<file path="src/rtl/fetch_sequencer_if.sv">
// fetch_sequencer_if: control-unit, memory and instruction-register
// signals of the two-byte instruction fetch sequencer.
interface fetch_sequencer_if #(
    parameter int ADDR_W = 16
);
    // control unit side
    logic              Start;
    logic              PCLoad;
    logic [ADDR_W-1:0] PCIn;
    logic              Busy;
    logic              Done;
    logic              Error;
    logic [ADDR_W-1:0] PC;

    // byte-wide memory side
    logic              MemRead;
    logic [ADDR_W-1:0] MemAddr;
    logic [7:0]        MemData;
    logic              MemValid;

    // instruction register side
    logic [7:0]        IRData;
    logic              IRWrite;
    logic              IRLH;

    modport master (
        input  Start,
        input  PCLoad,
        input  PCIn,
        input  MemData,
        input  MemValid,
        output MemRead,
        output MemAddr,
        output IRData,
        output IRWrite,
        output IRLH,
        output PC,
        output Busy,
        output Done,
        output Error
    );

    modport slave (
        output Start,
        output PCLoad,
        output PCIn,
        output MemData,
        output MemValid,
        input  MemRead,
        input  MemAddr,
        input  IRData,
        input  IRWrite,
        input  IRLH,
        input  PC,
        input  Busy,
        input  Done,
        input  Error
    );
endinterface

</file>
<file path="src/rtl/fetch_sequencer.sv">
// fetch_sequencer: fetches a 16-bit instruction as two bytes (PC, PC+1).
// Optional request timeout enabled by defining FETCH_TIMEOUT_EN.
module fetch_sequencer #(
    parameter int ADDR_W  = 16,
    parameter int TIMEOUT = 15
) (
    input logic               Clock_i,
    input logic               ResetN_i,
    fetch_sequencer_if.master bus
);

    typedef enum logic [2:0] {
        IDLE   = 3'd0,
        REQ_LO = 3'd1,
        WR_LO  = 3'd2,
        REQ_HI = 3'd3,
        WR_HI  = 3'd4,
        DONE   = 3'd5
    } state_t;

    state_t            state_q, state_d;
    logic [ADDR_W-1:0] pc_q, pc_d;
    logic [ADDR_W-1:0] addr_q, addr_d;
    logic [7:0]        ird_q, ird_d;
    logic              rd_q, rd_d;
    logic              wr_q, wr_d;
    logic              lh_q, lh_d;
    logic              busy_q, busy_d;
    logic              done_q, done_d;
    logic              tmo;
    logic              in_req;

    assign in_req = (state_q == REQ_LO) || (state_q == REQ_HI);

`ifdef FETCH_TIMEOUT_EN
    localparam int CNT_W = $clog2(TIMEOUT + 1);

    logic [CNT_W-1:0] cnt_q, cnt_d;
    logic             err_q, err_d;

    // abort when this waiting cycle would bring the count up to TIMEOUT;
    // a MemValid in that same cycle still completes the byte
    assign tmo = in_req
              && !bus.MemValid
              && (cnt_q == CNT_W'(TIMEOUT - 1));
`else
    logic [31:0] unused_timeout;

    assign unused_timeout = TIMEOUT;
    assign tmo            = 1'b0;
`endif

    // state and registered outputs
    always_ff @(posedge Clock_i or negedge ResetN_i) begin
        if (!ResetN_i) begin
            state_q <= IDLE;
            pc_q    <= '0;
            addr_q  <= '0;
            ird_q   <= '0;
            rd_q    <= 1'b0;
            wr_q    <= 1'b0;
            lh_q    <= 1'b0;
            busy_q  <= 1'b0;
            done_q  <= 1'b0;
`ifdef FETCH_TIMEOUT_EN
            cnt_q   <= '0;
            err_q   <= 1'b0;
`endif
        end else begin
            state_q <= state_d;
            pc_q    <= pc_d;
            addr_q  <= addr_d;
            ird_q   <= ird_d;
            rd_q    <= rd_d;
            wr_q    <= wr_d;
            lh_q    <= lh_d;
            busy_q  <= busy_d;
            done_q  <= done_d;
`ifdef FETCH_TIMEOUT_EN
            cnt_q   <= cnt_d;
            err_q   <= err_d;
`endif
        end
    end

    // next-state sequencing through the two byte transfers
    always_comb begin
        state_d = state_q;
        unique case (state_q)
            IDLE: begin
                if (bus.Start) state_d = REQ_LO;
            end
            REQ_LO: begin
                if (bus.MemValid) state_d = WR_LO;
                else if (tmo)     state_d = IDLE;
            end
            WR_LO: begin
                state_d = REQ_HI;
            end
            REQ_HI: begin
                if (bus.MemValid) state_d = WR_HI;
                else if (tmo)     state_d = IDLE;
            end
            WR_HI: begin
                state_d = DONE;
            end
            DONE: begin
                state_d = IDLE;
            end
            default: begin
                state_d = IDLE;
            end
        endcase
    end

    // next values of PC, memory request and IR write controls
    always_comb begin
        pc_d   = pc_q;
        addr_d = addr_q;
        ird_d  = ird_q;
        lh_d   = lh_q;
        rd_d   = rd_q;
        wr_d   = 1'b0;
        done_d = 1'b0;
        busy_d = (state_d != IDLE);
`ifdef FETCH_TIMEOUT_EN
        cnt_d  = cnt_q;
        err_d  = 1'b0;
`endif
        unique case (state_q)
            IDLE: begin
                if (bus.PCLoad) pc_d = bus.PCIn;
                if (bus.Start) begin
                    rd_d   = 1'b1;
                    addr_d = bus.PCLoad ? bus.PCIn : pc_q;
`ifdef FETCH_TIMEOUT_EN
                    cnt_d  = '0;
`endif
                end
            end
            REQ_LO, REQ_HI: begin
                if (bus.MemValid) begin
                    ird_d = bus.MemData;
                    lh_d  = (state_q == REQ_HI);
                    wr_d  = 1'b1;
                    pc_d  = pc_q + ADDR_W'(1);
                    rd_d  = 1'b0;
                end else if (tmo) begin
                    rd_d  = 1'b0;
`ifdef FETCH_TIMEOUT_EN
                    err_d = 1'b1;
`endif
                end else begin
`ifdef FETCH_TIMEOUT_EN
                    cnt_d = cnt_q + CNT_W'(1);
`endif
                end
            end
            WR_LO: begin
                rd_d   = 1'b1;
                addr_d = pc_q;
`ifdef FETCH_TIMEOUT_EN
                cnt_d  = '0;
`endif
            end
            WR_HI: begin
                done_d = 1'b1;
            end
            default: begin
            end
        endcase
    end

    assign bus.PC      = pc_q;
    assign bus.MemAddr = addr_q;
    assign bus.MemRead = rd_q;
    assign bus.IRData  = ird_q;
    assign bus.IRWrite = wr_q;
    assign bus.IRLH    = lh_q;
    assign bus.Busy    = busy_q;
    assign bus.Done    = done_q;
`ifdef FETCH_TIMEOUT_EN
    assign bus.Error   = err_q;
`else
    assign bus.Error   = 1'b0;
`endif

endmodule

</file>
<file path="src/flat_wrapper.sv">
// flat-port wrapper written by rule: the top's interface ports become plain ports
module fetch_sequencer_flat 
#(
    parameter int ADDR_W  = 16,
    parameter int TIMEOUT = 15
)
  (Clock_i, ResetN_i, bus_Start, bus_PCLoad, bus_PCIn, bus_MemData, bus_MemValid, bus_MemRead, bus_MemAddr, bus_IRData, bus_IRWrite, bus_IRLH, bus_PC, bus_Busy, bus_Done, bus_Error);
  fetch_sequencer_if #(.ADDR_W(ADDR_W)) bus_i ();
  input logic Clock_i;
  input logic ResetN_i;
  input wire logic [$bits(bus_i.Start)-1:0] bus_Start;
  input wire logic [$bits(bus_i.PCLoad)-1:0] bus_PCLoad;
  input wire logic [$bits(bus_i.PCIn)-1:0] bus_PCIn;
  input wire logic [$bits(bus_i.MemData)-1:0] bus_MemData;
  input wire logic [$bits(bus_i.MemValid)-1:0] bus_MemValid;
  output wire logic [$bits(bus_i.MemRead)-1:0] bus_MemRead;
  output wire logic [$bits(bus_i.MemAddr)-1:0] bus_MemAddr;
  output wire logic [$bits(bus_i.IRData)-1:0] bus_IRData;
  output wire logic [$bits(bus_i.IRWrite)-1:0] bus_IRWrite;
  output wire logic [$bits(bus_i.IRLH)-1:0] bus_IRLH;
  output wire logic [$bits(bus_i.PC)-1:0] bus_PC;
  output wire logic [$bits(bus_i.Busy)-1:0] bus_Busy;
  output wire logic [$bits(bus_i.Done)-1:0] bus_Done;
  output wire logic [$bits(bus_i.Error)-1:0] bus_Error;
  assign bus_i.Start = bus_Start;
  assign bus_i.PCLoad = bus_PCLoad;
  assign bus_i.PCIn = bus_PCIn;
  assign bus_i.MemData = bus_MemData;
  assign bus_i.MemValid = bus_MemValid;
  assign bus_MemRead = bus_i.MemRead;
  assign bus_MemAddr = bus_i.MemAddr;
  assign bus_IRData = bus_i.IRData;
  assign bus_IRWrite = bus_i.IRWrite;
  assign bus_IRLH = bus_i.IRLH;
  assign bus_PC = bus_i.PC;
  assign bus_Busy = bus_i.Busy;
  assign bus_Done = bus_i.Done;
  assign bus_Error = bus_i.Error;
  fetch_sequencer #(.ADDR_W(ADDR_W), .TIMEOUT(TIMEOUT)) u_core (.Clock_i(Clock_i), .ResetN_i(ResetN_i), .bus(bus_i));
endmodule
</file>
<file path="config.mk">
export PLATFORM = sky130hd
export DESIGN_NAME = fetch_sequencer_flat
export DESIGN_NICKNAME = d
export VERILOG_FILES = /design/src/rtl/fetch_sequencer_if.sv /design/src/rtl/fetch_sequencer.sv /design/src/flat_wrapper.sv
export SDC_FILE = /design/constraint.sdc
export NUM_CORES = 1
export LEC_CHECK = 0
export CAP_MARGIN = 20
export CORE_ASPECT_RATIO = 1.2
export CORE_MARGIN = 2
export CORE_UTILIZATION = 31
export CTS_CLUSTER_SIZE = 30
export DETAILED_ROUTE_END_ITERATION = 10
export GPL_TIMING_DRIVEN = 0
export MAX_ROUTING_LAYER = met4
export PLACE_DENSITY = 0.63
export SETUP_SLACK_MARGIN = 0.15
export SKIP_CTS_REPAIR_TIMING = 1
export SLEW_MARGIN = 20
export SYNTH_ARGS = -nofsm -noshare
export SYNTH_HDL_FRONTEND = slang
export SYNTH_SLANG_ARGS = --single-unit
</file>
<file path="constraint.sdc">
create_clock -name Clock_i -period 1.8 [get_ports Clock_i]
set_input_delay 0.36 -clock Clock_i [delete_from_list [all_inputs] [get_ports Clock_i]]
set_output_delay 0.36 -clock Clock_i [all_outputs]
set_load 0.05 [all_outputs]
</file>
**Yosys cells after proc, flatten, opt, wreduce, memory -nomap -nowiden**

Cells that the tools add are included.

- Register bits: 48
- Output and inout port bits: 46

- Reductions and logical operators: 10
- Mux-type cells: 15
- Add/sub/neg operators: 1
- Equality and inequality tests: 6

Operators with widths:

| kind | count |
|---|---|
| $pmux 16 s2 | 2 |
| $mux 16 | 3 |
| $add 16x1->16 const B | 1 |
| $pmux 3 s5 | 1 |
| $mux 3 | 3 |
| $eq 3x2->1 const B | 2 |
| $reduce_and 2->1 | 3 |
| $reduce_bool 3->1 | 2 |
| $mux 1 | 5 |
| $ne 2x2->1 const B | 2 |
| $reduce_bool 2->1 | 2 |
| $eq 3x1->1 const B | 1 |
| $eq 3x3->1 const B | 1 |
| $logic_not 3->1 | 1 |
| $pmux 1 s3 | 1 |
| $reduce_and 3->1 | 1 |
| $reduce_or 2->1 | 1 |

**Logic depth before layout (Yosys ltp)**

- Word-level depth: 4
- Depth in mapped cells: 7

**Worst setup path after synthesis**

OpenSTA, ideal clock, no wires.

- Kind: register to register
- Start point: register u_core.pc_q[5] (netlist: u_core.bus.PC[5])
- End point: register u_core.pc_q[15] (netlist: u_core.bus.PC[15])
- Stages on the path, launching flop included: 6
- Setup time: 0.101 ns
- Setup slack: -0.245 ns
- Data required time: 1.699 ns
- Clock period less this slack: 2.045 ns
- Data arrival time: 1.944 ns
- Cells stage by stage: dfrtp_1 > buf_6 > nand4_4 > or4_4 > o21a_1 > nor4_1

- Cells in the longest elaborated chain, start to end: 3

RTL lines:

| item | line | RTL |
|---|---|---|
| from (decl) | fetch_sequencer.sv:22 | `logic [ADDR_W-1:0] pc_q, pc_d;` |
| from (signal assigned) | fetch_sequencer.sv:71 | `pc_q <= pc_d;` |
| $add 16x1->16 | fetch_sequencer.sv:146 | `pc_d = pc_q + ADDR_W'(1);` |
| $mux 16 | fetch_sequencer.sv:142 | `if (bus.MemValid) begin` |
| $pmux 16 s2 | fetch_sequencer.sv:130 | `unique case (state_q)` |

No other way between the ends. The select of a mux whose other input is x is not followed.
A chain may end at the register's enable or synchronous reset.

**Worst setup path after layout**

- Start point: register u_core.pc_q[1] (netlist: u_core.bus.PC[1])
- End point: register u_core.pc_q[6] (netlist: u_core.bus.PC[6])

Same word-level chain as after synthesis.

==> results.toml <==
[run_status]
outcome = "finished, final reports clean"

[floorplanning]
die_x_um = 84.07
num_rows = 35
initial_core_util_pct = 31.48
core_um2 = 7576
die_y_um = 100.1
boundaryPins = 75
die_area_um2 = 8413

[clock_tree]
clockRootBuffer = "clkbuf_8"
cts.path.max_buffers = 2
cts_max_level = 2
path_clk_slew_ps = 100
cts_sinks = 48
clk-insertion-delay-late_ps = 310
numCtsBuffers = 5
cts_tree = "built"

[logic_synthesis]
yosysTopAreaCell = "dfrtp_1"
synthesis.nets = 293
yosysWarnings = 0
ys_types = 49
syn_inst = 263
async_reset_ff_share_pct = 100.0
synth_seq_area_share_pct = 50.37
ys_ff_latch = 48
syn_avg_cell_area_um2 = 9.068
synth_flop_cell = "dfrtp_1"
synth-edff-count = 0
synthTopCellsByArea = "dfrtp_1, nand2_1, a21oi_1"
syn_area_um2 = 2385
synth_top_area_share_pct = 50.37

[placed_design]
place_area_um2 = 3293
dp.cells = 429
io_buffers = 73
dp_hpwl_um = 5135
place.gp.congestion = 0.8503

[timing]
worstMarginPinSlew_ps = 557.8
fin_crit_sh_pct = 99.54
final-hold-violation-count = 0
rsz0062_at_grt = "true"
slew_headroom_pct = 62.82
max_freq_ghz = 0.5581
finalMaxSlewViolations = 0
period_needed_ps = 1792
whs_ps = 30.71
skew_ps = 8.196
setup_viol = 0

[run]
maxCapViolations = 0

[cells_and_area]
multiInputGateArea_um2 = 1486
areaGrowthSynthToFinish_pct = 77.02
final_util_pct = 55.72
design_area_um2 = 4222
fill_cells = 653
drive_gt1_share_pct = 34.05
antennaDiodeCount = 0
regArea_um2 = 1216
final_cells = 462
nets = 399

[drt]
post_drt_wl_per_cell_um = 17.80
drt-pass1-iter-count = 4
num_vias = 2544
finalWirelength_um = 8224
drc_errors = 0
drt_first_iter_violations = 134
routed_via_density = 5.506
postRouteAntennaNets = 0

[global_route]
grt_pass1_wl_um = 11660
grt_use_total_pct = 17.89
grt_pass1_vias = 2285
grt_max_degree = 27
antenna_found_initial = 0
overflow = 0

[worst_setup_path]
worstPathCellList = "ha_4 > nand4_1 > buf_6 > o21ai_1 > nand2_1 > a221o_2"
cpLargestDelayFamily = "flip-flops"
cp_slowest_cell = "dfrtp_2"
cp.required_ps = 1990
r2r.worst_path.cells = 6
r2r_end = "u_core.bus.PC[6]"
worst_path_largest_cell_delay_ps = 440
setup.worst_path.start = "u_core.bus.PC[1]"
worstPathArrival_ps = 1980
criticalPathCategory = "reg2reg"
reg2reg_from = "u_core.bus.PC[1]"
critPathLaunchType = "flop"
r2r_slack_ps = 8
critPathMaxFanout = 5
cp-end-kind = "flop"
worstPathBufferInverterCount = 1

[power]
peakVddDrop_v = 0.001162
power.density_nw_per_um2 = 2189
power_leakage_uw = 0.002074
total_power_uw = 9240

[hold_path]
hold_class = "in2async"
==> worst max-delay path by stage <==
stage | endpoint | slack [ps] | cells after the start
after floorplan | u_core.bus.PC[15] | -30 | 5
after detailed placement | u_core.bus.MemAddr[14] | -640 | 6
final | u_core.bus.PC[6] | 8 | 6
after CTS | u_core.bus.MemAddr[2] | -350 | 6
after global routing | u_core.bus.MemAddr[1] | -40 | 8
after global placement | u_core.bus.PC[6] | -1260 | 1
==> cells in the final DEF, fill, tap and decap left out, types with 3 or more instances in the layout <==
cell             instances
nand4_1                  4
o21ai_2                  3
clkdlybuf4s50_1         25
nor4_1                   4
o22ai_2                 11
a21oi_1                 20
o21ai_0                  4
buf_12                   3
and3_1                   4
nor3_1                   6
dfrtp_1                 36
dfrtp_2                 12
nor4_4                   3
buf_2                    5
nand2_1                 33
or3_1                    3
a21oi_2                  5
o22ai_4                  5
o21ai_1                  5
dlymetal6s2s_1          43
buf_6                   18
inv_1                    5
clkbuf_2                 4
buf_4                   13
clkbuf_8                 5
nand3_1                  5
nor2_1                  26
==> synthesized netlist by cell type (2+ instances only) <==
master    number
nand4_1        4
a311oi_1       2
clkbuf_1      10
or3_1          3
o31ai_1        2
a21oi_1       26
buf_2          3
mux2i_1        2
a21o_1         2
dfrtp_1       48
o21a_1         2
a22oi_1        2
inv_1          5
nand2_1       37
nand3_1        7
o22a_1         2
a31oi_1        2
nor2_1        26
and3_1         4
o22ai_1       18
nor2b_1        2
o21ai_0       12
a211oi_1       2
nor4_1         8
nor3_1         8
==> where the power goes <==
| group | switching (uW) | total [uW] | internal [uW] |
|---|---|---|---|
| clock | 397 | 816 | 419 |
| combinational | 3760 | 6260 | 2500 |
| sequential | 537 | 2170 | 1630 |
| total | 4690 | 9240 | 4550 |
==> metal layers <==
layer | up-vias | global-route usage, % | share of wire (%)
met5 | - | - | 0
met4 | 0 | 6.328 | 1.3
met3 | 12 | 2.961 | 7.4
met2 | 105 | 28.69 | 51
met1 | 1260 | 23.03 | 41
li1 | 1167 | - | -
==> cells by family (layout without fill, tap and decap cells) <==
group	count (synthesis)	in the layout	share of synthesized area (%)
fa+ha+maj	1	1	0.5246
compound gates	80	80	21.20
other cells	1	1	0.1572
xor+xnor	1	1	0.3673
simple gates	107	107	21.72
mux	2	2	0.8395
flops	48	48	50.37
buf+inv	23	130	4.827
==> sequential cells by signal (all words and copies together) (netlist names) <==
name                flops
u_core.bus.PC          16
u_core.bus.IRWrite      1
u_core.bus.Busy         1
u_core.bus.MemAddr     16
u_core.bus.Done         1
u_core.state_q          3
u_core.bus.MemRead      1
u_core.bus.IRData       8
u_core.bus.IRLH         1
==> metrics by stage <==
step	setup TNS, ps	setup slack [ps]
6_report	0	8.357
5_1_grt	-251.8	-36.93
4_1_cts	-8753	-353.9
3_5_place_dp	-11980	-643.0
3_3_place_gp	-65150	-1255
2_1_floorplan	-26.45	-26.45
==> final cells by class <==
type | count | share of cell area [%]
Multi-Input combinational cell | 192 | 35.21
Inverter | 6 | 0.5928
Tap cell | 92 | 2.727
Clock inverter | 3 | 1.097
Sequential cell | 48 | 28.81
Timing Repair Buffer | 99 | 25.87
Clock buffer | 5 | 1.630
Buffer | 17 | 4.060
(Power assumes the default switching activity.)
